==> src/rtl/pixel_dvp_tx.sv <==
// Pixel stream to DVP transmitter: frames an upstream valid/ready pixel stream
// into VSYNC/HREF timing with fixed sync, porch and blanking intervals.
module pixel_dvp_tx #(
  parameter int GS_PXL_W  = 8,
  parameter int COL_NUM   = 640,
  parameter int ROW_NUM   = 480,
  parameter int VSYNC_CYC = 16,
  parameter int VBP_CYC   = 32,
  parameter int HBLK_CYC  = 144,
  parameter int VFP_CYC   = 32
) (
  input  logic                clk,
  input  logic                rst,
  input  logic                en_i,
  input  logic [GS_PXL_W-1:0] src_pxl_i,
  input  logic                src_pxl_vld_i,
  output logic                src_pxl_rdy_o,
  output logic                dvp_vsync_o,
  output logic                dvp_href_o,
  output logic [GS_PXL_W-1:0] dvp_d_o,
  output logic                frame_done_o,
  output logic                underrun_o
);

  function automatic int max_of(input int a, input int b);
    return (a > b) ? a : b;
  endfunction

  localparam int MAX_CYC = max_of(max_of(max_of(COL_NUM, VSYNC_CYC), max_of(VBP_CYC, HBLK_CYC)), VFP_CYC);
  localparam int CNT_W   = (MAX_CYC > 1) ? $clog2(MAX_CYC) : 1;
  localparam int ROW_W   = (ROW_NUM > 1) ? $clog2(ROW_NUM) : 1;

  typedef enum logic [2:0] {IDLE, VSYNC, VBP, ACTIVE, HBLK, VFP} state_t;

  state_t           state;
  logic [CNT_W-1:0] cnt;
  logic [ROW_W-1:0] row;
  logic             cnt_tc;

  // cnt is a down-counter loaded with (length-1) on state entry
  assign cnt_tc        = (cnt == '0);
  assign src_pxl_rdy_o = (state == ACTIVE);

  always_ff @(posedge clk or posedge rst) begin
    if (rst) begin
      state        <= IDLE;
      cnt          <= '0;
      row          <= '0;
      dvp_vsync_o  <= 1'b0;
      dvp_href_o   <= 1'b0;
      dvp_d_o      <= '0;
      frame_done_o <= 1'b0;
      underrun_o   <= 1'b0;
    end else begin
      dvp_vsync_o  <= (state == VSYNC);
      dvp_href_o   <= (state == ACTIVE);
      dvp_d_o      <= (state == ACTIVE && src_pxl_vld_i) ? src_pxl_i : '0;
      frame_done_o <= 1'b0;
      if (state == ACTIVE && !src_pxl_vld_i) underrun_o <= 1'b1;

      case (state)
        IDLE: begin
          if (en_i) begin
            state      <= VSYNC;
            cnt        <= CNT_W'(VSYNC_CYC - 1);
            underrun_o <= 1'b0;
          end
        end
        VSYNC: begin
          if (cnt_tc) begin
            state <= VBP;
            cnt   <= CNT_W'(VBP_CYC - 1);
          end else cnt <= cnt - CNT_W'(1);
        end
        VBP: begin
          if (cnt_tc) begin
            state <= ACTIVE;
            cnt   <= CNT_W'(COL_NUM - 1);
            row   <= '0;
          end else cnt <= cnt - CNT_W'(1);
        end
        ACTIVE: begin
          if (cnt_tc) begin
            if (row == ROW_W'(ROW_NUM - 1)) begin
              state <= VFP;
              cnt   <= CNT_W'(VFP_CYC - 1);
            end else begin
              state <= HBLK;
              cnt   <= CNT_W'(HBLK_CYC - 1);
            end
          end else cnt <= cnt - CNT_W'(1);
        end
        HBLK: begin
          if (cnt_tc) begin
            state <= ACTIVE;
            cnt   <= CNT_W'(COL_NUM - 1);
            row   <= row + ROW_W'(1);
          end else cnt <= cnt - CNT_W'(1);
        end
        VFP: begin
          if (cnt_tc) begin
            frame_done_o <= 1'b1;
            // en_i only matters here and in IDLE, so frames are never truncated
            if (en_i) begin
              state      <= VSYNC;
              cnt        <= CNT_W'(VSYNC_CYC - 1);
              underrun_o <= 1'b0;
            end else begin
              state <= IDLE;
            end
          end else cnt <= cnt - CNT_W'(1);
        end
        default: begin
          state <= IDLE;
          cnt   <= '0;
        end
      endcase
    end
  end

endmodule

==> config.mk <==
export PLATFORM = sky130hd
export DESIGN_NAME = pixel_dvp_tx
export DESIGN_NICKNAME = d
export VERILOG_FILES = /design/src/rtl/pixel_dvp_tx.sv
export SDC_FILE = /design/constraint.sdc
export NUM_CORES = 1
export LEC_CHECK = 0
export CORE_MARGIN = 8
export CORE_UTILIZATION = 55
export DETAILED_ROUTE_END_ITERATION = 12
export GPL_TIMING_DRIVEN = 1
export PLACE_DENSITY = 0.83
export SYNTH_ARGS = -nofsm -noshare
export SYNTH_HDL_FRONTEND = slang
export SYNTH_SLANG_ARGS = --single-unit
==> constraint.sdc <==
create_clock -name clk -period 2.8 [get_ports clk]
set_input_delay 0.42 -clock clk [delete_from_list [all_inputs] [get_ports clk]]
set_output_delay 0.42 -clock clk [all_outputs]
set_load 0.005 [all_outputs]
==> results of run 1 <==
-- area by class of cell --
type / instances / area [um2]
sequential: 34 / 851
clock buffer: 5 / 37.5
tap: 48 / 60.1
fill: 298 / 1200
timing repair buffer: 32 / 300
inverter: 10 / 37.5
clock inverter: 3 / 68.8
multi-input combinational: 164 / 1030
-- stage by stage --
| step | hold WS (ns) | power (W) | util, % | setup slack [ns] |
|---|---|---|---|---|
| global placement | 0.528 | 0.00131 | 63.6 | 0.567 |
| CTS | 0.484 | 0.00178 | 66.5 | 0.470 |
| detailed placement | 0.551 | 0.00133 | 63.6 | 0.528 |
| global route | 0.506 | 0.00189 | 66.5 | 0.249 |
| floorplan | 0.506 | 0.00111 | - | 0.867 |
| finish | 0.458 | 0.00178 | 66.5 | 0.453 |
-- worst register-to-register path, cell delays in order, from the launching register on --
cell     delay, ns
dfrtp_1       0.45
inv_1         0.12
ha_1          0.16
nor4b_4       0.42
nand4_1       0.46
or4_1         0.60
nand3_1       0.09
-- logic make-up (layout without fill, tap and decap cells) --
family          Yosys count  count (layout)  synth area share, %
mux                       1               1                0.504
fa+ha+maj                 3               3                 1.89
buf+inv                  26              50                 5.54
compound gates           59              59                 20.2
xor+xnor                  1               1                0.441
simple gates            100             100                 28.6
flops                    34              34                 42.8
-- cells in the mapped netlist (2+ instances only) --
master     n
o41ai_1    2
nor4b_1    2
nand4_1    9
o211ai_1   5
nor3b_1    3
a211oi_1   3
nand2_1   17
o31a_1     2
o221ai_1   4
or2_2      3
buf_2      4
nor2_1    15
a31oi_1    3
nand4b_1   2
inv_1     10
o31ai_1    2
clkbuf_1  10
ha_1       3
nor3_1     7
nand2b_1   4
nand3_1   12
a41oi_1    3
o21ai_0   19
dfrtp_1   34
a311oi_1   2
and3_1    12
a21oi_1    6
or4_1      8
-- sequential cells by signal, summed over array words and instances, names as in the netlist --
| signal | cells |
|---|---|
| dvp_d_o | 8 |
| underrun_o | 1 |
| frame_done_o | 1 |
| row | 9 |
| state | 3 |
| dvp_href_o | 1 |
| dvp_vsync_o | 1 |
| cnt | 10 |
-- path summary, 6_finish.rpt --
kind                         from      to  cells past startpoint
max in group asynchronous     rst  cnt[6]                      3
max reg2reg                cnt[0]  row[5]                      6
min in group clk           row[7]  row[7]                      2
min                           rst  row[7]                      3
min reg2reg                row[7]  row[7]                      2
max                        cnt[0]  row[5]                      6
-- cell usage in the layout, fill, tap and decap left out, types with 2 or more instances in the layout --
cell	instances
a211oi_1	3
a21oi_1	6
a311oi_1	2
a31oi_1	3
a41oi_1	3
and3_1	12
buf_4	8
bufinv_16	2
clkbuf_4	5
clkdlybuf4s50_1	24
dfrtp_1	34
ha_1	3
inv_1	10
nand2_1	17
nand2b_1	4
nand3_1	12
nand4_1	9
nand4b_1	2
nor2_1	15
nor3_1	7
nor3b_1	3
nor4b_1	2
o211ai_1	5
o21ai_0	19
o221ai_1	4
o31a_1	2
o31ai_1	2
o41ai_1	2
or2_2	3
or4_1	8
-- power groups by stage --
stage               Sequential (W)  Combinational (W)  Clock (W)
finish                    0.000720           0.000605   0.000460
global route              0.000739           0.000672   0.000482
floorplan                 0.000704           0.000404          0
CTS                       0.000717           0.000599   0.000469
detailed placement        0.000728           0.000598          0
global placement          0.000724           0.000590          0
-- per-layer routing --
| metal | global-route usage, % | vias up | wire [um] |
|---|---|---|---|
| li1 | - | 895 | - |
| met1 | 22.9 | 882 | 2200 |
| met2 | 25.4 | 102 | 2240 |
| met3 | 4.95 | 11 | 449 |
| met4 | 9.04 | 0 | 106 |
| met5 | 0 | - | 0 |
==> results.json, run 1 <==
{
  "cts.repair.resized": 0,
  "drc": 0,
  "rows": 22,
  "max-vdd-ir-drop_mv": 0.533,
  "synth_area_leader_cell": "dfrtp_1",
  "drive_gt1_share_pct": 8.06,
  "switchingPower_w": 0.000623,
  "io_buffers": 24,
  "cts_root_buf": "clkbuf_4",
  "cp_top_family": "simple AND/OR/NAND/NOR gates",
  "antenna_found_initial": 0,
  "syn_area_per_cell_um2": 8.87,
  "routed_wl_um": 5000,
  "crit_chain": "inv_1 -> ha_1 -> nor4b_4 -> nand4_1 -> or4_1 -> nand3_1",
  "hold_path_class": "in2async",
  "cts_hold_buf": 0,
  "grt.overflow.total": 0,
  "fin_crit_sh_pct": 83.8,
  "hold_violations": 0,
  "placed_area_um2": 2270,
  "clkTransAtPathRegs_ns": 0.11,
  "die_y_um": 76.1,
  "crit_arrival_ns": 2.65,
  "first_pass_iters": 5,
  "die_x_um": 76.1,
  "cellLeakagePower_nw": 1.02,
  "synth_area_leaders": "dfrtp_1, o21ai_0, and3_1",
  "rrSetupSlack_ns": 0.45,
  "netlist_instances": 224,
  "yosysWarnings": 0,
  "swShare_pct": 34.9,
  "p_seq_share_pct": 40.4,
  "cpMaxStageDelayCell": "or4_1",
  "path_max_fanout": 12,
  "drtIter0Drc": 140,
  "die_area_um2": 5790,
  "status": "completed",
  "synth-seq-cells": 34,
  "relSlewSlack_pct": 49.0,
  "worstMarginPinSlew_ns": 0.763,
  "synth_area_um2": 1990,
  "finalNonFillerCells": 296,
  "end_kind": "flop",
  "place_congestion": 0.936,
  "rsz0062_at_grt": "false",
  "synth_seq_area_share_pct": 42.8,
  "cts_setup_buffers": 0,
  "cts_max_level": 2,
  "synth_cell_types": 46,
  "routedWlPerCell_um": 16.9,
  "cts-buffers-inserted": 5,
  "cp.required_ns": 3.10,
  "ios": 25,
  "cts_buffer_depth": 2,
  "powerDensity_nw_per_um2": 749,
  "initial_core_util_pct": 55.5,
  "finalSetupViolCount": 0,
  "report.final.slew_viol_count": 0,
  "clockPowerShare_pct": 25.8,
  "grt_first_pass_wirelength_um": 8340,
  "dp_cells": 288,
  "insertion_delay_ns": 0.35,
  "core-area_um2": 3580,
  "synth_top_area_share_pct": 42.8,
  "startpoint_type": "flop",
  "maxCapViolations": 0,
  "postRouteAntennaNets": 0,
  "ys_async_sr_fraction_pct": 100,
  "slowest_delay_ns": 0.60,
  "vias": 1890,
  "syn-num-nets": 239,
  "grt_usage_pct": 17.4,
  "area_growth_pct": 19.8,
  "period_needed_ns": 2.35,
  "cts_tree": "done",
  "cp_num_buf_inv": 1,
  "worst_clock_skew_ns": 0.00866,
  "cts_sinks": 34,
  "setup_tns_ns": 0,
  "final_cell_area_um2": 2380,
  "diodes": 0,
  "power.internal_w": 0.00116,
  "grt_pass1_vias": 1717,
  "nNetsFinal": 262,
  "synth_ff_type": "dfrtp_1",
  "grt_start_max_net_pins": 35,
  "synth-edff-count": 0,
  "fmax_ghz": 0.426,
  "worstSetupPathType": "reg2reg",
  "combPwrFrac_pct": 33.9,
  "hpwl_um": 3430,
  "post_drt_via_cell_ratio": 6.39
}
Power figures use the tool's default switching activity.
==> run 2, diff against run 1 <==
==> constraint.sdc (replaced) <==
create_clock -name clk -period 2.3 [get_ports clk]
set_input_delay 0.345 -clock clk [delete_from_list [all_inputs] [get_ports clk]]
set_output_delay 0.345 -clock clk [all_outputs]
set_load 0.005 [all_outputs]
==> results.json, run 2 (synthesis gave the netlist of run 1 again) <==
{
  "area_growth_pct": 23.2,
  "finalSetupViolCount": 0,
  "drtIter0Drc": 161,
  "worstMarginPinSlew_ns": 0.590,
  "crit_chain": "and3b_1 -> clkdlybuf4s50_1",
  "grt_start_max_net_pins": 35,
  "insertion_delay_ns": 0.35,
  "place_congestion": 0.962,
  "period_needed_ns": 2.17,
  "grt_pass1_vias": 1792,
  "cellLeakagePower_nw": 1.07,
  "placed_area_um2": 2340,
  "fmax_ghz": 0.460,
  "relSlewSlack_pct": 60.3,
  "antenna_found_initial": 0,
  "finalNonFillerCells": 305,
  "fillers": 275,
  "routed_wl_um": 5090,
  "core-area_um2": 3580,
  "dp_cells": 297,
  "end_kind": "output port",
  "cts_root_buf": "clkbuf_4",
  "path_max_fanout": 16,
  "ios": 25,
  "grt_first_pass_wirelength_um": 8710,
  "cts-buffers-inserted": 5,
  "initial_core_util_pct": 55.5,
  "rsz0062_at_grt": "false",
  "cts_sinks": 34,
  "hold_violations": 0,
  "maxCapViolations": 0,
  "hpwl_um": 3560,
  "die_y_um": 76.1,
  "setup_tns_ns": 0,
  "die_x_um": 76.1,
  "grt_usage_pct": 18.1,
  "startpoint_type": "flop",
  "post_drt_via_cell_ratio": 6.35,
  "first_pass_iters": 6,
  "die_area_um2": 5790,
  "fin_crit_sh_pct": 94.4,
  "io_buffers": 24,
  "routedWlPerCell_um": 16.7,
  "mostFrequentLayoutCell": "dfrtp_1",
  "diodes": 0,
  "rows": 22,
  "cts_setup_buffers": 0,
  "cp.required_ns": 1.96,
  "crit_arrival_ns": 1.83,
  "drc": 0,
  "report.final.slew_viol_count": 0,
  "final_util_pct": 68.4,
  "vias": 1936,
  "nNetsFinal": 271,
  "largest_registers": "cnt (10), row (9), dvp_d_o (8)",
  "max-vdd-ir-drop_mv": 0.545,
  "hold_path_class": "in2async",
  "grt.overflow.total": 0,
  "largest_reg_flops": 10,
  "drive_gt1_share_pct": 11.3,
  "clkTransAtPathRegs_ns": 0.11,
  "cpMaxStageDelayCell": "dfrtp_1",
  "cts_buffer_depth": 2,
  "worstSetupPathType": "reg2out",
  "powerDensity_nw_per_um2": 900,
  "postRouteAntennaNets": 0,
  "cts_max_level": 2,
  "status": "completed",
  "final_cell_mix": "dfrtp_1, clkdlybuf4s50_1, o21ai_0",
  "cts_hold_buf": 0,
  "largest_register": "cnt",
  "final_cell_area_um2": 2450,
  "cts_tree": "done",
  "slowest_delay_ns": 0.70,
  "worst_clock_skew_ns": 0.0167,
  "cts.repair.resized": 0
}
==> run 2: cell count changes in the layout (fill, tap and decap cells not counted), sizes merged <==
cell / previous run / this run
buf: 8 / 17
==> run 2: final timing paths <==
path / from / endpoint / slack, ns / depth (start not counted)
min in group clk: src_pxl_i[2] / dvp_d_o[2] / 0.58 / 2
hold reg to reg: cnt[6] / cnt[6] / 0.58 / 2
max in group asynchronous: rst / cnt[8] / 1.59 / 3
setup reg to reg: cnt[0] / state[1] / 0.21 / 8
hold / removal: rst / row[6] / 0.39 / 3
setup / recovery: state[1] / src_pxl_rdy_o / 0.13 / 2
==> run 2: metrics by stage <==
| stage | worst slack (ns) | total power [W] | hold WS (ns) |
|---|---|---|---|
| floorplan | 0.367 | 0.00135 | 0.487 |
| global placement | 0.366 | 0.00163 | 0.531 |
| detailed placement | 0.328 | 0.00164 | 0.553 |
| CTS | 0.125 | 0.00221 | 0.404 |
| global route | 0.0563 | 0.00235 | 0.444 |
| finish | 0.128 | 0.00220 | 0.390 |
==> run 2: final cells by class <==
type / instances / area, um2 / area share (%)
clock buffers: 5 / 37.5 / 1.53
clock inverters: 3 / 68.8 / 2.81
inverters: 10 / 37.5 / 1.53
multi-input cells: 164 / 1030 / 41.9
flip-flops and latches: 34 / 851 / 34.7
well taps: 48 / 60.1 / 2.45
repair buffers: 41 / 368 / 15.0
==> run 2: critical path, delay by kind of cell (launching register included) <==
family	cells	cell delay, ns
flops	1	0.70
buf+inv	1	0.52
simple gates	1	0.26
==> run 2: report_power, final <==
group | internal (W) | switching [W]
clock | 0.000340 | 0.000214
sequential | 0.000730 | 0.000177
combinational | 0.000373 | 0.000368
==> run 2: per-layer routing <==
layer  vias up  track usage, %  part of all wire (%)
li1        917               -                     -
met1       896            22.1                    43
met2       113            28.4                    46
met3        10            5.42                   9.0
met4         0            9.04                   1.6
met5         -               0                     0
